===== config.mk =====
export PLATFORM = sky130hd
export DESIGN_NAME = led_fade
export DESIGN_NICKNAME = d
export VERILOG_FILES = /design/src/rtl/led_fade_pkg.sv /design/src/rtl/led_pwm_core.sv /design/src/rtl/led_fade.sv
export SDC_FILE = /design/constraint.sdc
export NUM_CORES = 1
export LEC_CHECK = 0
export ABC_AREA = 1
export CORE_AREA = 4 4 59 61
export DETAILED_ROUTE_END_ITERATION = 10
export DIE_AREA = 0 0 63 65
export MAX_ROUTING_LAYER = met4
export PLACE_DENSITY = 0.82
export SLEW_MARGIN = 15
export SYNTH_ARGS = -nofsm -noshare
export SYNTH_HDL_FRONTEND = slang
export SYNTH_SLANG_ARGS = --single-unit

===== constraint.sdc =====
create_clock -name i_clk -period 2.6 [get_ports i_clk]
set_clock_uncertainty 0.1 [all_clocks]
set_input_delay 0.52 -clock i_clk [delete_from_list [all_inputs] [get_ports i_clk]]
set_output_delay 0.52 -clock i_clk [all_outputs]
set_load 0.005 [all_outputs]

===== src/rtl/led_fade_pkg.sv =====
// Shared constants and types for the Fomu LED brightness path.
// STB_FREQ_HZ  : rate of the shared single-cycle strobe feeding the PWM.
// PWM_BITS_DEF : default PWM resolution (period = 2^PWM_BITS strobes).
// LVL_FULL     : brightness value meaning "fully on" at the default resolution.
// fade_state_e : ramp controller states.
package led_fade_pkg;

  localparam int unsigned STB_FREQ_HZ  = 46_875;
  localparam int unsigned PWM_BITS_DEF = 4;
  localparam int unsigned LVL_FULL     = 2 ** PWM_BITS_DEF;

  typedef enum logic [1:0] {
    ST_IDLE,
    ST_RAMP,
    ST_JUMP_PENDING
  } fade_state_e;

endpackage


===== src/rtl/led_pwm_core.sv =====
// Strobe-paced PWM core: period counter, period-boundary detect, LED compare.
// Ports:
//   i_clk, i_rst_n : clock, synchronous active-low reset
//   i_stb          : single-cycle pacing strobe
//   i_lvl          : applied brightness, 0..2^PWM_BITS
//   o_bnd          : high in the strobe cycle where the counter wraps
//   o_led          : registered PWM output, changes only on strobes
module led_pwm_core
  import led_fade_pkg::*;
#(
  parameter int unsigned PWM_BITS = PWM_BITS_DEF
) (
  input  logic              i_clk,
  input  logic              i_rst_n,
  input  logic              i_stb,
  input  logic [PWM_BITS:0] i_lvl,
  output logic              o_bnd,
  output logic              o_led
);

  logic [PWM_BITS-1:0] cnt_q;
  logic [PWM_BITS-1:0] cnt_nx;

  // Natural wrap from all-ones back to zero.
  assign cnt_nx = cnt_q + PWM_BITS'(1);
  assign o_bnd  = i_stb && (cnt_q == '1);

  always_ff @(posedge i_clk) begin
    if (!i_rst_n) begin
      cnt_q <= '0;
      o_led <= 1'b0;
    end else if (i_stb) begin
      cnt_q <= cnt_nx;
      // Compare against the count being entered; a full-scale level is
      // larger than any count, so the LED stays solidly on.
      o_led <= ({1'b0, cnt_nx} < i_lvl);
    end
  end

endmodule


===== src/rtl/led_fade.sv =====
// LED brightness generator with jump / linear-ramp transitions.
// A target brightness is accepted over valid/ready; the applied level
// moves only at PWM period boundaries, either at once (jump) or by one
// step every RAMP_PERIODS periods.
// Ports:
//   i_clk, i_rst_n : clock, synchronous active-low reset
//   i_stb          : shared pacing strobe
//   i_lvl          : requested brightness (values above full are clamped)
//   i_jump         : 1 = jump, 0 = ramp (qualified by i_valid)
//   i_valid        : request valid
//   o_ready        : request accepted this cycle if i_valid
//   o_busy         : applied level differs from target
//   o_lvl          : applied brightness
//   o_led          : PWM LED level
module led_fade
  import led_fade_pkg::*;
#(
  parameter int unsigned PWM_BITS     = PWM_BITS_DEF,
  parameter int unsigned RAMP_PERIODS = 2
) (
  input  logic              i_clk,
  input  logic              i_rst_n,
  input  logic              i_stb,
  input  logic [PWM_BITS:0] i_lvl,
  input  logic              i_jump,
  input  logic              i_valid,
  output logic              o_ready,
  output logic              o_busy,
  output logic [PWM_BITS:0] o_lvl,
  output logic              o_led
);

  localparam int unsigned       LVL_W   = PWM_BITS + 1;
  localparam int unsigned       RC_W    = (RAMP_PERIODS > 1) ? $clog2(RAMP_PERIODS) : 1;
  localparam logic [PWM_BITS:0] FULL    = {1'b1, {PWM_BITS{1'b0}}};
  localparam logic [RC_W-1:0]   RC_LAST = RC_W'(RAMP_PERIODS - 1);

  fade_state_e       state_q, state_nx;
  logic [PWM_BITS:0] tgt_q, tgt_nx;
  logic [PWM_BITS:0] lvl_q, lvl_nx;
  logic              jump_q, jump_nx;
  logic [RC_W-1:0]   rc_q, rc_nx;
  logic              busy_q;
  logic              bnd;
  logic              accept;
  logic [PWM_BITS:0] req_lvl;

  assign o_ready = !busy_q;
  assign o_busy  = busy_q;
  assign o_lvl   = lvl_q;
  assign accept  = i_valid && !busy_q;
  assign req_lvl = (i_lvl > FULL) ? FULL : i_lvl;

  led_pwm_core #(
    .PWM_BITS (PWM_BITS)
  ) u_core (
    .i_clk   (i_clk),
    .i_rst_n (i_rst_n),
    .i_stb   (i_stb),
    .i_lvl   (lvl_q),
    .o_bnd   (bnd),
    .o_led   (o_led)
  );

  always_ff @(posedge i_clk) begin
    if (!i_rst_n) begin
      state_q <= ST_IDLE;
      tgt_q   <= '0;
      lvl_q   <= '0;
      jump_q  <= 1'b0;
      rc_q    <= '0;
      busy_q  <= 1'b0;
    end else begin
      state_q <= state_nx;
      tgt_q   <= tgt_nx;
      lvl_q   <= lvl_nx;
      jump_q  <= jump_nx;
      rc_q    <= rc_nx;
      busy_q  <= (lvl_q != tgt_q);
    end
  end

  always_comb begin
    tgt_nx  = tgt_q;
    lvl_nx  = lvl_q;
    jump_nx = jump_q;
    rc_nx   = rc_q;

    // Boundary handling acts on the registered target/jump; an accept in
    // the same cycle is applied afterwards so it only counts from the next
    // boundary onward.
    if (bnd) begin
      case (state_q)
        ST_JUMP_PENDING: begin
          lvl_nx  = tgt_q;
          jump_nx = 1'b0;
          rc_nx   = '0;
        end
        ST_RAMP: begin
          if (rc_q == RC_LAST) begin
            rc_nx  = '0;
            lvl_nx = (lvl_q < tgt_q) ? lvl_q + LVL_W'(1) : lvl_q - LVL_W'(1);
          end else begin
            rc_nx = rc_q + RC_W'(1);
          end
        end
        default: begin
          // A jump to the current level still consumes its boundary.
          jump_nx = 1'b0;
          rc_nx   = '0;
        end
      endcase
    end

    if (accept) begin
      tgt_nx  = req_lvl;
      jump_nx = i_jump;
    end

    if (lvl_nx == tgt_nx) begin
      state_nx = ST_IDLE;
    end else if (jump_nx) begin
      state_nx = ST_JUMP_PENDING;
    end else begin
      state_nx = ST_RAMP;
    end
  end

endmodule


==> impl_metrics.env, run 1 <==
export IMPL_ys_types=24
export IMPL_vias_per_cell=5.33
export IMPL_critical_path_required_ns=2.73
export IMPL_start_util_pct=46.1
export IMPL_grt_pass1_vias=1459
export IMPL_clkTransAtPathRegs_ns=0.13
export IMPL_layout_min_cycle_time_ns=2.64
export IMPL_yosysSeqAreaShare_pct=29.2
export IMPL_clkPwrFrac_pct=30.8
export IMPL_yosysWarningCount=0
export IMPL_antenna_found_initial=0
export IMPL_numCtsBuffers=3
export IMPL_cp_max_fo=6
export IMPL_grt_pass1_wl_um=6110
export IMPL_place_congestion=0.857
export IMPL_final_common_cell="nand2_1"
export IMPL_coreArea_um2=2980
export IMPL_dieArea_um2=4100
export IMPL_p_int_uw=600
export IMPL_drive_gt1_share_pct=27.6
export IMPL_nFillCells=211
export IMPL_place_area_um2=1670
export IMPL_critPathLaunchType="register"
export IMPL_critPathArrivalTime_ns=2.77
export IMPL_ys_ff_latch=20
export IMPL_avgSynthCellArea_um2=6.47
export IMPL_drt_iter0_drc=87
export IMPL_layout_cells_non_filler=287
export IMPL_rows=20
export IMPL_p_leak_nw=0.929
export IMPL_io_buffers=17
export IMPL_track_usage_pct=19.0
export IMPL_dpl_cell_count=273
export IMPL_diodes=0
export IMPL_setup_viol=3
export IMPL_endpoint_kind="register"
export IMPL_grt_max_degree=15
export IMPL_critPathKind="register to register"
export IMPL_timing_final_ws_setup_ns=-0.0387
export IMPL_drt_wl_total_um=4000
export IMPL_fp_dieW_um=63
export IMPL_violations="negative setup slack"
export IMPL_syn_nets=238
export IMPL_seqPwrFrac_pct=39.8
export IMPL_cts_tree="built"
export IMPL_cts_path_max_buffers=2
export IMPL_cts_htree_levels=1
export IMPL_detail_route_antenna_nets=0
export IMPL_wl_per_cell_um=13.9
export IMPL_dpl_hpwl_um=2470
export IMPL_hp_class="register to register"
export IMPL_power_density_nw_per_um2=427
export IMPL_hold_viol=0
export IMPL_cap_violations=0
export IMPL_cts_sinks=20
export IMPL_switching_share_pct=28.9
export IMPL_ctsHoldBuffers=0
export IMPL_final_cell_area_um2=1980
export IMPL_mostFrequentLayoutCells="nand2_1, inv_1, nor2_1, buf_4, clkdlybuf4s50_1"
export IMPL_hold_ws_ns=0.444
export IMPL_power_switching_uw=244
export IMPL_die_h_um=65
export IMPL_ir_drop_mv=0.241
export IMPL_maxSlewViolCount=0
export IMPL_nets=281
export IMPL_cts_root_buf="clkbuf_4"
export IMPL_areaGrowthSynthToFinish_pct=44.0
export IMPL_vias=1530
export IMPL_drc=0
export IMPL_rsz0062_at_grt="yes"
export IMPL_reg2reg_slack_ns=-0.04
export IMPL_syn_area_um2=1370
export IMPL_dr_pass1_iters=4
export IMPL_p_comb_share_pct=29.4
export IMPL_status="complete, but fails checks"
export IMPL_grt_overflow_total=0
export IMPL_pin_count=18
export IMPL_synth_cells=212
export IMPL_p_total_uw=844
export IMPL_finalCritPeriodShare_pct=101
export IMPL_tightest_slew_ns=0.502
export IMPL_max_freq_mhz=379
export IMPL_clkLatencyLatePin_ns=0.32
export IMPL_slew_headroom_pct=66.5
## cell type report
cell class / instances / area [µm²] / share of cell area, %
well taps: 33 / 41.3 / 2.09
inverters: 44 / 165 / 8.35
clock buffers: 3 / 22.5 / 1.14
flip-flops and latches: 20 / 409 / 20.7
multi-input cells: 147 / 973 / 49.2
clock inverters: 1 / 30.0 / 1.52
repair buffers: 39 / 335 / 17.0
## cells in the mapped netlist, drive strengths merged
library cell / n / area (µm²)
a22oi: 2 / 15.0
nand3: 11 / 60.1
nor2: 30 / 118
nand4: 1 / 6.26
clkinv: 1 / 3.75
a21oi: 12 / 60.1
fa: 1 / 20.0
o22ai: 3 / 18.8
nand2: 55 / 209
ha: 15 / 188
xnor2: 1 / 8.76
dfxtp: 20 / 400
nor3: 2 / 21.3
xor2: 1 / 8.76
o21bai: 1 / 7.51
clkbuf: 1 / 3.75
inv: 43 / 161
nand3b: 1 / 7.51
o21ai: 11 / 55.1
## flip-flops by register name (all words and copies together), names as in the netlist
signal        count
o_busy            1
jump_q            1
u_core.cnt_q      4
rc_q              1
o_lvl             5
u_core.o_led      1
state_q           2
tgt_q             5
## worst max-delay path: stages (launching register included)
cell	delay, ns
dfxtp_2	0.35
inv_2	0.05
ha_4	0.21
nand2_1	0.08
nand2_2	0.08
a21oi_4	0.17
nand2_4	0.12
fa_2	0.40
a21oi_2	0.18
inv_1	0.07
nand2_1	0.12
nand3_1	0.09
nand2_1	0.08
nand3_1	0.08
nand2_1	0.12
a21oi_1	0.09
nor2_2	0.13
nor2_1	0.04
## per-layer routing
layer / up-vias / wire length (µm) / track usage, %
met5: - / 0 / -
met4: 0 / 232 / 6.06
met3: 24 / 192 / 1.91
met2: 67 / 1990 / 35.8
met1: 691 / 1580 / 21.0
li1: 748 / - / -
## cells by family (layout without fill, tap and decap cells)
logic type | count (synthesis) | in the layout | synth area share, %
buffers and inverters | 45 | 87 | 12.3
DFF | 20 | 20 | 29.2
AOI/OAI and AO/OA | 29 | 29 | 11.4
and+or+nand+nor | 100 | 100 | 30.7
xor gates and xnor gates | 2 | 2 | 1.28
adders and majority gates | 16 | 16 | 15.1
## through the flow
stage          utilization, %  setup slack (ns)  setup TNS [ns]
2_1_floorplan               -            0.0949               0
3_3_place_gp             56.1            -0.111          -0.222
3_5_place_dp             56.1            -0.185          -0.381
4_1_cts                  61.8          -0.00616         -0.0122
5_1_grt                  66.4            -0.222          -0.617
6_report                 66.4           -0.0387          -0.115
## power by group through the flow
stage / sequential, mW / combinational, mW / clock [mW]
2_1_floorplan: 0.339 / 0.111 / 0
3_3_place_gp: 0.340 / 0.171 / 0
3_5_place_dp: 0.341 / 0.175 / 0
4_1_cts: 0.335 / 0.197 / 0.259
5_1_grt: 0.339 / 0.273 / 0.272
6_report: 0.336 / 0.248 / 0.260
## worst paths after layout
kind / startpoint / cells after the start / end
setup / recovery: tgt_q[2] / 17 / state_q[0]
hold / removal: u_core.o_led / 2 / u_core.o_led
setup reg to reg: tgt_q[2] / 17 / state_q[0]
hold reg to reg: u_core.o_led / 2 / u_core.o_led
## repair_timing
item / in CTS / in global routing
endpoints found under the setup margin: 3 / 5
setup buffers: 7 / 3
pin swaps: 15 / 13
gates resized for setup: 23 / 22
gates cloned: 0 / 0
endpoints found under the hold margin: 0 / 0
No activity file was read; power rests on OpenSTA's default activity.
==> inputs of run 2 (changes only) <==
--- a/config.mk
+++ b/config.mk
@@ -6,12 +6,13 @@
 export NUM_CORES = 1
 export LEC_CHECK = 0
 export ABC_AREA = 1
-export CORE_AREA = 4 4 59 61
+export CORE_AREA = 4 4 58 60
 export DETAILED_ROUTE_END_ITERATION = 10
-export DIE_AREA = 0 0 63 65
+export DIE_AREA = 0 0 62 64
 export MAX_ROUTING_LAYER = met4
-export PLACE_DENSITY = 0.82
-export SLEW_MARGIN = 15
+export PLACE_DENSITY = 0.85
+export RECOVER_POWER = 25
+export SLEW_MARGIN = 20
 export SYNTH_ARGS = -nofsm -noshare
 export SYNTH_HDL_FRONTEND = slang
 export SYNTH_SLANG_ARGS = --single-unit
==> impl_metrics.env, run 2 (synthesis results as in run 1) <==
export IMPL_mostFrequentLayoutCells="nand2_1, inv_1, nor2_1, buf_4, clkdlybuf4s50_1"
export IMPL_final_common_cell="nand2_1"
export IMPL_layout_min_cycle_time_ns=2.65
export IMPL_drive_gt1_share_pct=24.8
export IMPL_start_util_pct=46.9
export IMPL_drc=0
export IMPL_vias=1446
export IMPL_die_h_um=64
export IMPL_detail_route_antenna_nets=0
export IMPL_timing_final_ws_setup_ns=-0.0542
export IMPL_critical_path_required_ns=2.74
export IMPL_cp_max_fo=6
export IMPL_hp_class="register to register"
export IMPL_track_usage_pct=19.2
export IMPL_slew_headroom_pct=68.5
export IMPL_violations="negative setup slack"
export IMPL_dpl_hpwl_um=2480
export IMPL_critPathArrivalTime_ns=2.79
export IMPL_cts_root_buf="clkbuf_4"
export IMPL_use_met2_pct=32.0
export IMPL_grt_max_degree=15
export IMPL_antenna_found_initial=0
export IMPL_place_ws_ns=-0.160
export IMPL_p_leak_nw=0.917
export IMPL_clkTransAtPathRegs_ns=0.13
export IMPL_cts_htree_levels=1
export IMPL_cap_violations=0
export IMPL_grt_met1_usage_pct=22.2
export IMPL_areaGrowthSynthToFinish_pct=38.6
export IMPL_coreArea_um2=2930
export IMPL_nets=282
export IMPL_dr_pass1_iters=4
export IMPL_dpl_cell_count=277
export IMPL_numCtsBuffers=3
export IMPL_clkLatencyLatePin_ns=0.32
export IMPL_tightest_slew_ns=0.473
export IMPL_place_congestion=0.910
export IMPL_max_freq_mhz=377
export IMPL_hold_viol=0
export IMPL_nFillCells=225
export IMPL_rows=20
export IMPL_dieArea_um2=3970
export IMPL_rsz0062_at_grt="yes"
export IMPL_use_met3_pct=1.41
export IMPL_top_usage_layer="met2"
export IMPL_grt_overflow_total=0
export IMPL_multiInputGateArea_um2=918
export IMPL_cts_path_max_buffers=2
export IMPL_drt_iter0_drc=56
export IMPL_wl_per_cell_um=12.6
export IMPL_cts_tree="built"
export IMPL_maxSlewViolCount=0
export IMPL_power_density_nw_per_um2=379
export IMPL_grt_pass1_vias=1330
export IMPL_drt_wl_total_um=3610
export IMPL_endpoint_kind="register"
export IMPL_cts_sinks=20
export IMPL_ff_latch_area_um2=409
export IMPL_layout_cells_non_filler=287
export IMPL_pin_count=18
export IMPL_grt_pass1_wl_um=5680
export IMPL_critPathLaunchType="register"
export IMPL_ir_drop_mv=0.223
export IMPL_critPathKind="register to register"
export IMPL_setup_viol=2
export IMPL_finalCritPeriodShare_pct=102
export IMPL_fp_dieW_um=62
export IMPL_p_total_uw=720
export IMPL_vias_per_cell=5.04
export IMPL_diodes=0
export IMPL_status="complete, but fails checks"
export IMPL_io_buffers=17
[run 2: changes by cell type in the layout (fill, tap and decap cells not counted), moves of 2 or more]
cell / before / now
a21oi_2: 4 / 1
nand3_2: 3 / 1
a21oi_1: 7 / 10
nand3_1: 8 / 10
ha_4: 7 / 5
ha_1: 8 / 10
[run 2: through the flow]
| stage | setup TNS, ns | hold slack, ns | util (%) | cell area (µm²) |
|---|---|---|---|---|
| after CTS | 0 | 0.479 | 62.9 | 1840 |
| after floorplan | 0 | 0.390 | - | 1370 |
| final | -0.104 | 0.464 | 65.0 | 1900 |
| after detailed placement | -0.319 | 0.443 | 58.1 | 1700 |
| after global routing | -0.376 | 0.502 | 65.0 | 1900 |
| after global placement | -0.175 | 0.399 | 58.1 | 1700 |
[run 2: per-layer routing]
layer / vias up / part of all wire [%]
met2: 30 / 51
li1: 746 / -
met4: 0 / 3.5
met5: - / 0
met3: 12 / 2.4
met1: 658 / 43
[run 2: cell type report]
class	count	area share (%)
clock buffer	3	1.18
inverter	44	8.82
multi-input combinational	147	48.3
sequential	20	21.5
tap	33	2.17
timing repair buffer	40	18.0
[run 2: path summary, 6_finish.rpt]
path / start / end / slack, ns / cells after the start
worst max-delay path: tgt_q[4] / state_q[0] / -0.05 / 20
worst min-delay path: u_core.o_led / u_core.o_led / 0.46 / 2
worst max register to register: tgt_q[4] / state_q[0] / -0.05 / 20
worst min register to register: u_core.o_led / u_core.o_led / 0.46 / 2
[run 2: power breakdown]
group	leakage (nW)	internal, mW	switching [mW]
sequential	0.167	0.324	0.0118
clock	0.0138	0.0543	0.106
combinational	0.737	0.108	0.116
[run 2: timing repair]
item	in CTS	in global routing
buffers inserted	4	3
setup endpoints to repair	2	4
hold buffers	0	0
pin swaps	10	16
cloned	0	0
gates resized for setup	22	17
[run 2: worst max-delay path, stage by stage, from the launching register on]
cell and delay, ns:
dfxtp_2 0.36, inv_2 0.05, ha_4 0.23, nand2_4 0.08, inv_4 0.04, a21oi_4 0.18
nand2_4 0.11, buf_4 0.15, ha_1 0.27, nand3_1 0.08, nand2_1 0.07, a21oi_1 0.12
o21ai_0 0.13, nand2_1 0.11, nand2_1 0.07, nand2_1 0.06, nand2_1 0.04, nor2_1 0.12
nand2_1 0.08, nor2_2 0.09, nor2_1 0.05
